===== config.mk =====
export PLATFORM = sky130hd
export DESIGN_NAME = lsu_mem_bridge
export DESIGN_NICKNAME = d
export VERILOG_FILES = /design/src/rtl/lsu_mem_bridge.sv
export SDC_FILE = /design/constraint.sdc
export NUM_CORES = 1
export LEC_CHECK = 0
export CAP_MARGIN = 15
export CORE_UTILIZATION = 48
export DETAILED_ROUTE_END_ITERATION = 12
export PLACE_DENSITY = 0.82
export SLEW_MARGIN = 40
export SYNTH_ARGS = -nofsm -noshare
export SYNTH_HDL_FRONTEND = slang
export SYNTH_SLANG_ARGS = --single-unit

===== constraint.sdc =====
create_clock -name clk -period 4.45 [get_ports clk]
set_input_delay 0.89 -clock clk [delete_from_list [all_inputs] [get_ports clk]]
set_output_delay 0.89 -clock clk [all_outputs]
set_load 0.02 [all_outputs]

===== src/rtl/lsu_mem_bridge.sv =====
// Load/store bridge from the RV32 core's data port to a handshaked word RAM.
// Decodes lanes, checks legality, stalls the core and extends load data.
module lsu_mem_bridge #(
  parameter logic [31:0] DBASE   = 32'h1001_0000,
  parameter logic [31:0] DSIZE   = 32'h0001_0000,
  parameter int          TIMEOUT = 16
) (
  input  logic        clk,
  input  logic        rst,
  input  logic        req_valid,
  input  logic        req_we,
  input  logic [2:0]  req_funct3,
  input  logic [31:0] req_addr,
  input  logic [31:0] req_wdata,
  output logic        stall,
  output logic [31:0] rdata,
  output logic        fault,
  output logic        mem_req,
  output logic        mem_we,
  output logic [3:0]  mem_be,
  output logic [29:0] mem_addr,
  output logic [31:0] mem_wdata,
  input  logic        mem_ready,
  input  logic [31:0] mem_rdata
);

  localparam logic [1:0] S_IDLE = 2'd0;
  localparam logic [1:0] S_REQ  = 2'd1;
  localparam logic [1:0] S_DONE = 2'd2;
  localparam int CW = $clog2(TIMEOUT + 1);
  localparam logic [CW-1:0] LAST = CW'(TIMEOUT - 1);
  localparam logic [31:0] POISON = 32'hDEAD_BEEF;

  logic [1:0]    state_q, state_d;
  logic [CW-1:0] cnt_q, cnt_d;
  logic [31:0]   rdata_q, rdata_d;
  logic          fault_q, fault_d;
  logic          mreq_q, mreq_d;
  logic          mwe_q, mwe_d;
  logic [3:0]    mbe_q, mbe_d;
  logic [29:0]   maddr_q, maddr_d;
  logic [31:0]   mwd_q, mwd_d;
  logic [2:0]    f3_q, f3_d;
  logic [1:0]    off_q, off_d;

  logic [31:0] offset;
  logic [1:0]  sz, o;
  logic        legal;
  logic [3:0]  be_c;
  logic [31:0] wd_c;
  logic [7:0]  ld_b;
  logic [15:0] ld_h;
  logic [31:0] ld_ext;

  // Unsigned offset compare never wraps, even when the window ends at 2^32.
  assign offset = req_addr - DBASE;
  assign sz     = req_funct3[1:0];
  assign o      = req_addr[1:0];
  assign legal  = (sz != 2'b11)
                & ~(req_funct3[2] & sz[1])
                & ~(req_we & req_funct3[2])
                & ~((sz == 2'b01) & o[0])
                & ~((sz == 2'b10) & (o != 2'b00))
                & (offset < DSIZE);

  always_comb begin
    be_c = 4'b1111;
    wd_c = req_wdata;
    unique case (1'b1)
      (sz == 2'b00): begin
        be_c = 4'b0001 << o;
        wd_c = {4{req_wdata[7:0]}};
      end
      (sz == 2'b01): begin
        be_c = o[1] ? 4'b1100 : 4'b0011;
        wd_c = {2{req_wdata[15:0]}};
      end
      default: ;
    endcase
  end

  assign ld_b = mem_rdata[{off_q, 3'b000} +: 8];
  assign ld_h = off_q[1] ? mem_rdata[31:16] : mem_rdata[15:0];

  always_comb begin
    ld_ext = mem_rdata;
    unique case (1'b1)
      (f3_q == 3'b000): ld_ext = {{24{ld_b[7]}}, ld_b};
      (f3_q == 3'b100): ld_ext = {24'h0, ld_b};
      (f3_q == 3'b001): ld_ext = {{16{ld_h[15]}}, ld_h};
      (f3_q == 3'b101): ld_ext = {16'h0, ld_h};
      default: ;
    endcase
  end

  always_comb begin
    state_d = state_q;
    cnt_d   = cnt_q;
    rdata_d = rdata_q;
    fault_d = fault_q;
    mreq_d  = mreq_q;
    mwe_d   = mwe_q;
    mbe_d   = mbe_q;
    maddr_d = maddr_q;
    mwd_d   = mwd_q;
    f3_d    = f3_q;
    off_d   = off_q;
    case (state_q)
      S_IDLE: begin
        if (req_valid && legal) begin
          state_d = S_REQ;
          cnt_d   = '0;
          mreq_d  = 1'b1;
          mwe_d   = req_we;
          mbe_d   = be_c;
          maddr_d = offset[31:2];
          mwd_d   = wd_c;
          f3_d    = req_funct3;
          off_d   = o;
        end else if (req_valid) begin
          state_d = S_DONE;
          fault_d = 1'b1;
          rdata_d = POISON;
        end
      end
      S_REQ: begin
        if (mem_ready) begin
          state_d = S_DONE;
          mreq_d  = 1'b0;
          rdata_d = ld_ext;
          fault_d = 1'b0;
        end else if (cnt_q == LAST) begin
          state_d = S_DONE;
          mreq_d  = 1'b0;
          rdata_d = POISON;
          fault_d = 1'b1;
        end else begin
          cnt_d = cnt_q + 1'b1;
        end
      end
      default: state_d = S_IDLE;
    endcase
  end

  always_ff @(posedge clk) begin
    if (rst) begin
      state_q <= S_IDLE;
      cnt_q   <= '0;
      rdata_q <= POISON;
      fault_q <= 1'b0;
      mreq_q  <= 1'b0;
      mwe_q   <= 1'b0;
      mbe_q   <= 4'b0;
      maddr_q <= '0;
      mwd_q   <= '0;
      f3_q    <= 3'b0;
      off_q   <= 2'b0;
    end else begin
      state_q <= state_d;
      cnt_q   <= cnt_d;
      rdata_q <= rdata_d;
      fault_q <= fault_d;
      mreq_q  <= mreq_d;
      mwe_q   <= mwe_d;
      mbe_q   <= mbe_d;
      maddr_q <= maddr_d;
      mwd_q   <= mwd_d;
      f3_q    <= f3_d;
      off_q   <= off_d;
    end
  end

  assign stall     = req_valid & (state_q != S_DONE);
  assign rdata     = rdata_q;
  assign fault     = fault_q;
  assign mem_req   = mreq_q;
  assign mem_we    = mwe_q;
  assign mem_be    = mbe_q;
  assign mem_addr  = maddr_q;
  assign mem_wdata = mwd_q;

endmodule

**After elaboration in Yosys (flattened, before gate mapping)**

Cells that the tools add are included.

- Bits in registers: 113
- Input bits: 104
- Output and inout port bits: 102
- Word-level logic and storage cells: 85

- Add/sub/neg operators: 2
- $lt $le $gt $ge: 1
- Equality and inequality tests: 16
- Shift-type cells: 2
- Multiplexer cells: 28
- Bitwise logic cells: 14
- Reductions and logical operators: 11

Operators with widths:

| kind | number |
|---|---|
| 32-bit 2-to-1 mux | 4 |
| 32-bit case mux with 2 select lines | 2 |
| 32-bit case mux with 4 select lines | 1 |
| 32-bit by 17-bit < comparator with 1-bit output, second input constant | 1 |
| 32-bit by 6-bit indexed part select with 8-bit output | 1 |
| 32-bit by 29-bit subtractor with 32-bit output, second input constant | 1 |
| 16-bit 2-to-1 mux | 1 |
| 5-bit 2-to-1 mux | 3 |
| 2-bit != test, second input constant | 7 |
| 1-bit AND | 10 |
| 5-bit case mux with 2 select lines | 1 |
| 2-bit 2-to-1 mux | 4 |
| 4-bit case mux with 2 select lines | 1 |
| 4-bit AND reduction | 2 |
| 1-bit 2-to-1 mux | 7 |
| 3-bit equality test, second input constant | 2 |
| 3-bit != test, second input constant | 2 |
| 5-bit by 1-bit adder with 5-bit output, second input constant | 1 |
| 5-bit by 4-bit equality test with 1-bit output, second input constant | 1 |
| 2-bit by 1-bit equality test with 1-bit output, second input constant | 2 |
| 2-bit logical NOT | 2 |
| 4-bit 2-to-1 mux | 1 |
| 1-bit inverter | 4 |
| 1-bit case mux with 2 select lines | 2 |
| other kinds (9) | 11 |

**Logic depth before layout (Yosys ltp)**

- Depth in word-level cells: 10
- Gate-level depth with buffers: 11
- Depth with buffers taken out: 8

**Worst setup path after synthesis**

OpenSTA, ideal clock, no wires.

- Path kind: input-to-reg
- Start point: input req_addr[16]
- End point: register rdata_q[6] (netlist: rdata[6])
- Setup time: 0.138 ns
- Arrival time: 3.064 ns
- Required time: 4.312 ns
- Slack: 1.248 ns
- Stages on the path: 11
- Buffers on the path: 3
- Cell sequence: inv_1 > ha_1 > clkbuf_1 > xor2_1 > nor4b_1 > o2111ai_1 > or4_4 > buf_2 > o21ai_4 > buf_4 > a22oi_1

- Cells in the longest elaborated chain, start to end: 6

Ends and longest elaborated chain:

| item | line | RTL |
|---|---|---|
| start: declaration | 13 | `input logic [31:0] req_addr,` |
| 32-bit by 29-bit subtractor with 32-bit output | 56 | `assign offset = req_addr - DBASE;` |
| 32-bit by 17-bit < comparator with 1-bit output | 64 | `& (offset < DSIZE);` |
| 1-bit AND | 64 |  |
| 1-bit logical AND | 110 | `if (req_valid && legal) begin` |
| 2-bit != test (no source line) | - |  |
| 4-bit AND reduction (no source line) | - |  |
| end signal: assignment | 161 | `rdata_q <= rdata_d;` |
| end: declaration | 36 | `logic [31:0] rdata_q, rdata_d;` |

Every way passes these cells.
A chain may end at the register's enable or synchronous reset.

**Worst setup path in the final report**

- Start point: input req_addr[16]
- End point: register mwd_q[30] (netlist: mem_wdata[30])

- Cells in the longest elaborated chain, start to end: 5

Ends and longest elaborated chain:

| item | line | RTL |
|---|---|---|
| 32-bit by 29-bit subtractor with 32-bit output | 56 |  |
| named net offset[16] | 46 | `logic [31:0] offset;` |
| 32-bit by 17-bit < comparator with 1-bit output | 64 |  |
| 1-bit AND | 64 |  |
| 1-bit logical AND | 110 |  |
| 2-bit AND reduction (no source line) | - |  |
| end signal: assignment | 167 | `mwd_q <= mwd_d;` |
| end: declaration | 42 | `logic [31:0] mwd_q, mwd_d;` |

The timed path passes the listed nets, and every way through them passes these cells.

==> results.py <==
metrics = {
    "status": {
        "status": "finished clean",
    },
    "critical_path": {
        "slowest_stage": "clkdlybuf4s50_1",
        "path_class": "primary input to flip-flop",
        "rr_startpoint": "state_q[0]",
        "critPathArrivalTime_ns": 4.02,
        "r2r_end": "mem_wdata[30]",
        "reg2reg_depth": 6,
        "critPathMaxStageDelay_ns": 0.55,
        "path_max_fanout": 36,
        "critPathBufInv": 3,
        "path_cells": "clkdlybuf4s50_1 > inv_1 > ha_1 > xor2_1 > nor4b_1 > o2111ai_1 > or4_4 > buf_4 > o31ai_1 > a21oi_1",
        "cp_top_family": "simple AND/OR/NAND/NOR gates",
        "reg2reg_slack_ns": 1.94,
        "worstPathRequired_ns": 4.71,
        "crit_start": "req_addr[16]",
        "start_kind": "primary input",
        "cp-end-kind": "flip-flop",
    },
    "power_and_ir_drop": {
        "ir_drop_v": 0.000229,
        "p_per_area_nw_per_um2": 344,
        "power.internal_w": 0.00224,
        "switching_share_pct": 21.1,
        "fin_total_pwr_w": 0.00284,
        "clkPwrFrac_pct": 55.2,
        "power.switching_w": 0.000599,
        "p_seq_share_pct": 35.8,
        "power_frac_comb_pct": 9.0,
        "p_leak_nw": 2.88,
    },
    "hold_path": {
        "min_from": "rdata[20]",
        "min_path_cells": 2,
        "hold_class": "flip-flop to flip-flop",
        "holdPathEnd": "rdata[20]",
    },
    "global_route": {
        "grt.total_usage_pct": 31.6,
        "met3_usage_pct": 10.9,
        "grt_max_degree": 65,
        "grt_pass1_vias": 5756,
        "busiest_layer": "met2",
        "met1_usage_pct": 36.2,
        "grt_overflow": 0,
        "antenna_found_initial": 0,
        "grt.met2_usage_pct": 51.7,
        "grt_pass1_wl_um": 28900,
    },
    "placed_design": {
        "place_hpwl_um": 12300,
        "place_congestion": 0.883,
        "io_buffer_count": 205,
    },
    "timing": {
        "setup_viol": 0,
        "fin_skew_ns": 0.0145,
        "relSlewSlack_pct": 48.8,
        "grt_setup_unrepaired": "false",
        "worst_pin_slew_ns": 0.767,
        "slew_violations": 0,
        "timing.hold.ws_ns": 0.461,
        "min_period_ns": 3.76,
        "finalHoldViolCount": 0,
        "post-route-period-util_pct": 84.4,
        "tns_ns": 0,
        "fmax_mhz": 266,
    },
    "yosys": {
        "synth_xor_area_share_pct": 0.641,
        "syn_area_um2": 5460,
        "synth_top_family_by_area": "compound AO/OA/AOI/OAI gates",
        "synth_top_flop_cell": "dfxtp_1",
        "synth_edf_count": 0,
        "synthMuxAreaShare_pct": 4.12,
        "ys_seq_elements": 113,
        "synth_cells": 650,
        "avgSynthCellArea_um2": 8.41,
        "yosys_warnings": 0,
        "synth_nets": 758,
        "synth_seq_area_share_pct": 41.4,
        "synth-simple-area-share_pct": 17.9,
        "yosysUniqueCellTypes": 56,
        "synthArstFlopShare_pct": 0,
        "synth_compound_area_share_pct": 28.8,
        "yosys.area_share.adder_pct": 0.916,
    },
    "clock_tree": {
        "cts_setup_buffers": 0,
        "cts.sinks": 113,
        "cts_buffers": 17,
        "post_cts_resized": 0,
        "cts-root-buf": "clkbuf_16",
        "htree_levels": 4,
        "path_clk_slew_ns": 0.06,
        "cts_tree": "built",
        "postCtsHoldBufs": 0,
        "clock_latency_ns": 0.41,
        "clockBufferDepth": 2,
    },
    "routing": {
        "postRouteAntennaNets": 0,
        "drt-wirelength-per-cell_um": 19.0,
        "drtIter0Drc": 574,
        "drt_wl_total_um": 18500,
        "vias_per_cell": 6.22,
        "post-route-drc-count": 0,
        "dr.pass1.iters": 7,
        "vias": 6044,
    },
    "finish": {
        "drive_above_1_share_pct": 7.09,
        "utilization_pct": 75.0,
        "num_antenna_cells": 0,
        "layout.nets": 927,
        "nFillCells": 820,
        "area_growth_pct": 50.8,
        "regArea_um2": 2260,
        "multi_input_area_um2": 2890,
    },
    "floorplan": {
        "dieArea_um2": 11800,
        "std_cell_rows": 38,
        "design.core.area_um2": 11000,
        "die-height_um": 109,
        "boundaryPins": 206,
        "die_x_um": 109,
        "start_util_pct": 49.7,
    },
    "run": {
        "max_cap_viol_count": 0,
    },
}
-- cell usage in the layout (no fill, tap or decap), types with 3 or more instances in the layout --
master             n
ha_1               4
and3_1             3
o2111ai_1          3
o31ai_1           36
nor2_1            38
clkbuf_16         17
a31oi_1           23
clkinv_2           3
o211a_1            3
inv_1             16
a21oi_1           71
nor3_1             9
o22a_1             5
a211oi_1          14
mux2i_1           18
xor2_1             3
o21ai_0           37
a311oi_1          11
nand2_1           47
dfxtp_1          112
bufinv_16          6
clkbuf_8           4
nor3b_1           14
a22oi_1            7
a221oi_1           7
clkdlybuf4s50_1  204
nand2b_1           6
a32o_1             3
o221ai_1           6
nand3_1            8
buf_4             13
nand4_1           38
-- state kept, by name, summed over array words and instances (netlist names), 2 cells and up --
| signal | cells |
|---|---|
| mem_wdata | 32 |
| rdata | 32 |
| mem_addr | 30 |
| cnt_q | 5 |
| mem_be | 4 |
| f3_q | 3 |
| off_q | 2 |
| state_q | 2 |
-- stage by stage --
step	worst slack, ns	std cells	area, um^2
after global routing	0.513	972	8240
after detailed placement	0.384	940	7550
after global placement	0.581	940	7540
after CTS	0.736	972	8230
final	0.694	972	8240
after floorplan	1.25	650	5460
-- layer usage --
| layer | vias up | routed length [um] | share of wire [%] |
|---|---|---|---|
| li1 | 2807 | - | - |
| met1 | 2820 | 7030 | 38 |
| met2 | 350 | 8690 | 47 |
| met3 | 67 | 2050 | 11 |
| met4 | 0 | 746 | 4.0 |
| met5 | - | 0 | 0 |
-- worst register-to-register path, stage by stage, from the launching register on --
cell	delay (ns)
dfxtp_1	0.34
nor4b_1	0.47
o2111ai_1	0.29
or4_4	0.52
buf_4	0.29
o31ai_1	0.35
a21oi_1	0.12
-- kinds of logic (layout without fill, tap and decap cells) --
group,count (synthesis),after routing
XOR/XNOR,4,4
adder cells (fa/ha/maj),4,4
flip-flops,113,113
multiplexers,20,20
AND/OR/NAND/NOR,183,183
buffers and inverters,85,267
AO/OA/AOI/OAI,241,241
-- synth_stat cells, types with 2 or more instances --
library cell  instances  share of area (%)
buf_2                11                1.0
a221oi_1              7                1.1
dfxtp_1             113                 41
or3_1                 2               0.23
buf_4                 2               0.27
mux2i_1              18                3.3
clkbuf_1             51                3.5
a21oi_1              71                6.5
o22a_1                5               0.80
a311oi_1             11                1.8
o21a_1                2               0.27
o221ai_1              6               0.96
nor3b_1              14                1.9
nor2_1               38                2.6
nor2b_1               4               0.46
o211a_1               3               0.55
o211ai_1              2               0.27
xor2_1                3               0.48
ha_1                  4               0.92
a22oi_1               7               0.96
a32o_1                3               0.55
nand3b_1              2               0.27
a32oi_1               2               0.32
a221o_1               2               0.37
nand4_1              38                4.4
nand3_1               8               0.73
inv_1                16                1.1
mux4_2                2               0.82
a31oi_1              23                2.6
o21ai_0              38                3.5
o22ai_1               2               0.23
and3_1                3               0.34
nand2b_1              6               0.69
o2111ai_1             3               0.48
buf_1                 4               0.27
nor3_1               10               0.92
o31ai_1              36                4.9
nand2_1              47                3.2
a211oi_1             14                1.9
-- worst max path at each step --
| stage | endpoint | slack [ns] | cells past startpoint |
|---|---|---|---|
| 2_1_floorplan | rdata[6] | 1.25 | 11 |
| 3_3_place_gp | mem_wdata[26] | 0.58 | 10 |
| 3_5_place_dp | mem_wdata[30] | 0.38 | 10 |
| 4_1_cts | mem_wdata[30] | 0.74 | 10 |
| 5_1_grt | mem_wdata[1] | 0.51 | 10 |
| 6_report | mem_wdata[30] | 0.69 | 10 |
-- power groups by stage --
stage	logic, W	registers (W)	clock network, W
after CTS	0.000252	0.00101	0.00158
after floorplan	0.000106	0.00104	0
after global routing	0.000272	0.00101	0.00164
after detailed placement	0.000251	0.00104	0
after global placement	0.000248	0.00104	0
final	0.000256	0.00101	0.00157
-- area by class of cell --
type                       count  area share [%]
multi-input combinational    452            35.1
sequential                   113            27.5
timing repair buffer         218            26.2
clock buffer                  22            5.88
clock inverter                10            2.46
tap                          140            2.13
inverter                      17           0.774
Note: power is estimated with default switching activity, not from simulation.
